==> src/rtl/digit_glyph_tx.sv <==
// Digit-to-glyph transmitter: accepts a digit, latches its 5x4 pixel glyph as a
// parallel frame and streams it out one 4-bit row at a time over valid/ready.
module digit_glyph_tx #(
    parameter int unsigned GAP_CYCLES = 2,
    parameter bit          INVERT     = 1'b0
) (
    input  logic        clk,
    input  logic        rst,
    input  logic        in_valid,
    output logic        in_ready,
    input  logic [3:0]  digit,
    output logic [19:0] frame,
    output logic        bad_digit,
    output logic        row_valid,
    input  logic        row_ready,
    output logic [3:0]  row_data,
    output logic [2:0]  row_idx,
    output logic        row_last,
    output logic [7:0]  frame_count
);

    typedef enum logic [1:0] {IDLE, SEND, GAP} state_t;

    localparam int unsigned   GW       = (GAP_CYCLES > 1) ? $clog2(GAP_CYCLES) : 1;
    localparam logic [GW-1:0] GAP_LAST = GW'((GAP_CYCLES > 0) ? GAP_CYCLES - 1 : 0);
    localparam logic [19:0]   INV_MASK = INVERT ? 20'hFFFFF : 20'h00000;

    state_t        state;
    logic [19:0]   shreg;
    logic [GW-1:0] gap_cnt;
    logic [19:0]   glyph_in;

    function automatic logic [19:0] glyph(input logic [3:0] d);
        case (d)
            4'd0:    return 20'hF999F;
            4'd1:    return 20'h26227;
            4'd2:    return 20'hF1F8F;
            4'd3:    return 20'hF171F;
            4'd4:    return 20'h99F11;
            4'd5:    return 20'hF8F1F;
            4'd6:    return 20'hF8F9F;
            4'd7:    return 20'hF1244;
            4'd8:    return 20'hF9F9F;
            4'd9:    return 20'hF9F1F;
            default: return 20'h00000;
        endcase
    endfunction

    always_comb begin
        glyph_in = glyph(digit) ^ INV_MASK;
    end

    // The current row is always the top nibble of the shift register.
    assign row_data = shreg[19:16];

    always_ff @(posedge clk) begin
        if (rst) begin
            state       <= IDLE;
            in_ready    <= 1'b1;
            frame       <= '0;
            bad_digit   <= 1'b0;
            row_valid   <= 1'b0;
            row_idx     <= '0;
            row_last    <= 1'b0;
            frame_count <= '0;
            shreg       <= '0;
            gap_cnt     <= '0;
        end else begin
            case (state)
                IDLE: begin
                    if (in_valid && in_ready) begin
                        frame     <= glyph_in;
                        shreg     <= glyph_in;
                        bad_digit <= (digit > 4'd9);
                        row_idx   <= '0;
                        row_last  <= 1'b0;
                        row_valid <= 1'b1;
                        in_ready  <= 1'b0;
                        state     <= SEND;
                    end
                end
                SEND: begin
                    if (row_ready) begin
                        shreg <= {shreg[15:0], 4'h0};
                        if (row_idx == 3'd4) begin
                            row_valid   <= 1'b0;
                            row_idx     <= '0;
                            row_last    <= 1'b0;
                            frame_count <= frame_count + 8'd1;
                            gap_cnt     <= '0;
                            if (GAP_CYCLES == 0) begin
                                state    <= IDLE;
                                in_ready <= 1'b1;
                            end else begin
                                state <= GAP;
                            end
                        end else begin
                            row_idx  <= row_idx + 3'd1;
                            row_last <= (row_idx == 3'd3);
                        end
                    end
                end
                GAP: begin
                    if (gap_cnt == GAP_LAST) begin
                        state    <= IDLE;
                        in_ready <= 1'b1;
                    end else begin
                        gap_cnt <= gap_cnt + 1'b1;
                    end
                end
                default: state <= IDLE;
            endcase
        end
    end

endmodule

==> config.mk <==
export PLATFORM = sky130hd
export DESIGN_NAME = digit_glyph_tx
export DESIGN_NICKNAME = d
export VERILOG_FILES = /design/src/rtl/digit_glyph_tx.sv
export SDC_FILE = /design/constraint.sdc
export NUM_CORES = 1
export LEC_CHECK = 0
export ABC_AREA = 1
export CAP_MARGIN = 25
export CORE_ASPECT_RATIO = 1.4
export CORE_MARGIN = 2
export CORE_UTILIZATION = 35
export DETAILED_ROUTE_END_ITERATION = 16
export SLEW_MARGIN = 0
export SYNTH_ARGS = -nofsm -noshare
export SYNTH_HDL_FRONTEND = slang
export SYNTH_SLANG_ARGS = --single-unit
==> constraint.sdc <==
create_clock -name clk -period 3.53 [get_ports clk]
set_clock_uncertainty 0.1 [all_clocks]
set_input_delay 0.706 -clock clk [delete_from_list [all_inputs] [get_ports clk]]
set_output_delay 0.706 -clock clk [all_outputs]
set_load 0.05 [all_outputs]
== Word-level counts from Yosys, hierarchy flattened ==
Memory sizes are Yosys's and may differ from the RTL's.
Index checks and enable logic that the tools add are counted.
Widths: inputs -> output; s select.
Storage, ports and cells
  register bits: 58
  memory bits (read-only): 320
  bits of input ports: 8
  output and inout port bits: 39
  logic and storage cells: 59
  memories: 1
Memory list
  (name not given): depth 16, width 20, rd ports 1, clocked after memory_dff 0, write ports 0, line 34  | case (d)
Operators by class
  $add $sub $neg: 3
  $lt $le $gt $ge: 1
  equal/unequal tests: 8
  multiplexer cells: 24
  reduce and logical (&&, ||, !) cells: 12
Operator list (count)
  $mux 20: 2
  $pmux 20 s2: 1
  $reduce_and 3->1: 4
  $mux 3: 3
  $add 8x1->8 const B: 1
  $mux 1: 8
  $mux 2: 4
  $ne 2x2->1 const B: 4
  $pmux 1 s2: 4
  $reduce_and 4->1: 2
  $pmux 2 s3: 1
  $pmux 3 s2: 1
  $reduce_bool 2->1: 3
  $gt 4x4->1 const B: 1
  $add 3x1->3 const B: 1
  $eq 3x2->1 const B: 1
  $eq 3x3->1 const B: 1
  $eq 2x1->1 const B: 1
  $eq 2x2->1 const B: 1
  $logic_not 2->1: 1
  $reduce_and 2->1: 1
  $add 1x1->1 const B: 1
  $logic_and 1x1->1: 1

== Depth between registers and ports, before layout ==
  depth in word-level cells: 4
  mapped depth: 10
  gate-level depth less buffers: 10

== Worst setup path before layout ==
No wires, ideal clock.
  kind: register -> output
  from: reg frame[14] (netlist name)
  to: out frame[13]
  arrival time: 0.933 ns
  required time: 2.724 ns
  path slack: 1.791 ns
  stages on the path, launching flop included: 2
  path buffers: 1
  cell sequence: dfxtp_1 > buf_4
RTL lines
  to (decl): line 12  | output logic [19:0] frame,

== Worst setup path in the final report ==
  from: reg frame_count[3]
  to: out frame_count[3]
RTL lines
  from (decl): line 19  | output logic [7:0] frame_count
  from (signal assigned): line 89  | frame_count <= frame_count + 8'd1;
No word-level cell between the ends.

==> flow_summary.ini <==
[run_status]
status = completed

[pwr]
combPwrFrac_pct = 24.4
p_int_uw = 985
switchingPower_uw = 485
clockPowerShare_pct = 28.6
p_total_mw = 1.47
powerDensity_nw_per_um2 = 463
seq_power_share_pct = 47.0
p_leak_nw = 1.31
vdd_ir_drop_max_uv = 316
sw_frac_of_total_pct = 33.0

[cts]
path_clk_slew_ns = 0.10
clock_latency_ns = 0.31
cts_resized = 0
clockBufferDepth = 2
cts_tree = built
cts_sinks = 54
ctsHoldBuffers = 0
numCtsBuffers = 5
postCtsSetupBuffers = 0
cts_root_buffer = clkbuf_8
htree_levels = 2

[flow_run]
drv_cap = 0

[floorplanning]
die_w_um = 77.2
core_um2 = 7310
io_pins = 47
initial_utilization_pct = 35.9
dieHeight_um = 106
die_area_um2 = 8210
rows = 37

[routing]
num_vias = 2292
drt_iter0_markers = 95
firstDrtPassIters = 4
vias_per_cell = 4.67
post_drt_wl_per_cell_um = 11.8
drc = 0
detail-route-antenna-nets = 0
wl_mm = 5.78

[yosys]
ys_warn_count = 0
yosys.area.top_type = dfxtp_1
syn_area_um2 = 2620
synth_fa_ha_area_share_pct = 4.77
synth-compound-area-share_pct = 17.4
synthMuxAreaShare_pct = 0
yosysSeqAreaShare_pct = 41.2
syn_avg_cell_area_um2 = 7.24
ys_ff_latch = 54
synthCells = 362
synth_top_family_by_area = simple AND/OR/NAND/NOR gates
netlist.area_leader.share_pct = 41.2
syn-num-nets = 380
synth.area.top_cells = dfxtp_1, nand2_1, a21oi_1
synth_simple_gate_area_share_pct = 24.6
synth.distinct_cells = 31
synthXorXnorAreaFrac_pct = 0.334

[finish]
area_delta_synth_final_pct = 20.9
nFillCells = 797
diodes = 0
drive_gt1_share_pct = 7.36
nets = 411

[sta]
final_hold_viol_count = 0
setup_tns_ns = 0
grt_setup_unrepaired = false
drv_slew = 0
fin_crit_sh_pct = 68.6
slew_headroom_pct = 39.5
fmax_ghz = 0.413
fin_crit_ns = 2.42
setup_viol = 0
tightest_slew_ns = 0.907

[critical_path]
cp_num_buf_inv = 1
crit_path_top_delay_cell = clkdlybuf4s50_1
critPathMaxStageDelay_ns = 0.85
cp-start-kind = register
ff2ff_setup_slack_ns = 1.51
crit_fanout = 7
path_delay_family = buffers and inverters
cp.required_ns = 2.72
critPathArrivalTime_ns = 1.62
setup.worst_path.end_class = output port
crit_type = register to output port
cp_cell_sequence = clkdlybuf4s50_1

[grt]
overflow = 0
grt.total_usage_pct = 14.5
grt_pass1_wl_mm = 9.74
antenna_found_initial = 0
grt_pass1_vias = 2149
grt_max_degree = 35

[hold_path]
min_path_type = register to register

[placed_design]
io_buffers = 46
place_congestion = 0.818
place.detailed.hpwl_mm = 4.21
==> final cells by class <==
class,count,area [µm²],area share (%)
Tap cell,97,121,3.83
Inverter,38,145,4.58
Clock inverter,3,45.0,1.42
Sequential cell,54,1080,34.1
Timing Repair Buffer,48,475,15.0
Multi-Input combinational cell,246,1230,38.9
Clock buffer,5,68.8,2.17
==> routing by layer <==
metal	global-route usage [%]	wire length, µm
met1	17.3	2590
met2	26.1	2940
met3	2.21	159
met4	4.97	89
met5	0	0
==> sequential cells by signal, indices dropped and copies added (netlist names) <==
name	count
frame	16
row_last	1
row_idx	3
row_valid	1
gap_cnt	1
in_ready	1
frame_count	8
state	2
bad_digit	1
shreg	20
==> logic make-up (layout without fill, tap and decap cells) <==
logic type	count (synthesis)	after routing
adder cells (fa/ha/maj)	10	10
AO/OA/AOI/OAI	88	88
flip-flops	54	54
XOR/XNOR	1	1
AND/OR/NAND/NOR	147	147
buffers and inverters	62	94
==> power groups by stage <==
stage | registers [mW] | logic (mW) | clock network [mW]
6_report | 0.691 | 0.358 | 0.420
5_1_grt | 0.697 | 0.391 | 0.455
4_1_cts | 0.692 | 0.361 | 0.431
3_5_place_dp | 0.706 | 0.359 | 0
3_3_place_gp | 0.706 | 0.357 | 0
2_1_floorplan | 0.769 | 0.213 | 0
==> placed cells by master, fill, tap and decap left out, drive strengths merged, types with 2 or more instances in the layout <==
cell type	Yosys	final
nand2	95	95
dfxtp	54	54
clkdlybuf4s50	0	46
a21oi	43	43
inv	38	38
o21ai	38	38
nor2	32	32
ha	10	10
nand3	9	9
clkbuf	5	5
nand4	5	5
nand3b	2	2
o22ai	2	2
or2	2	2
a31oi	2	2
o211ai	2	2
clkinvlp	0	2
buf	19	2
==> metrics by stage <==
stage               std cells  hold slack, ns  util [%]  cell area (µm²)  setup slack, ns
floorplan                 362           0.335         -             2620             1.79
global placement          483           0.349      41.8             3060            0.984
detailed placement        483           0.357      41.8             3060            0.964
CTS                       491           0.373      43.4             3170             1.10
global route              491           0.394      43.4             3170             1.04
finish                    491           0.371      43.4             3170             1.11
==> cell usage after synthesis (all sizes together) <==
cell     n
a21oi   43
a31oi    2
and3     1
buf     19
clkbuf   5
dfxtp   54
ha      10
inv     38
nand2   95
nand3    9
nand3b   2
nand4    5
nor2    32
nor3     1
o211ai   2
o21ai   38
o21bai   1
o22ai    2
or2      2
xor2     1
==> path summary, 6_finish.rpt <==
check	start	end	cells after the start
setup / recovery	frame_count[3]	frame_count[3]	1
hold / removal	gap_cnt	gap_cnt	2
setup reg to reg	state[0]	shreg[16]	7
hold reg to reg	gap_cnt	gap_cnt	2
No activity file was read; power rests on OpenSTA's default activity.
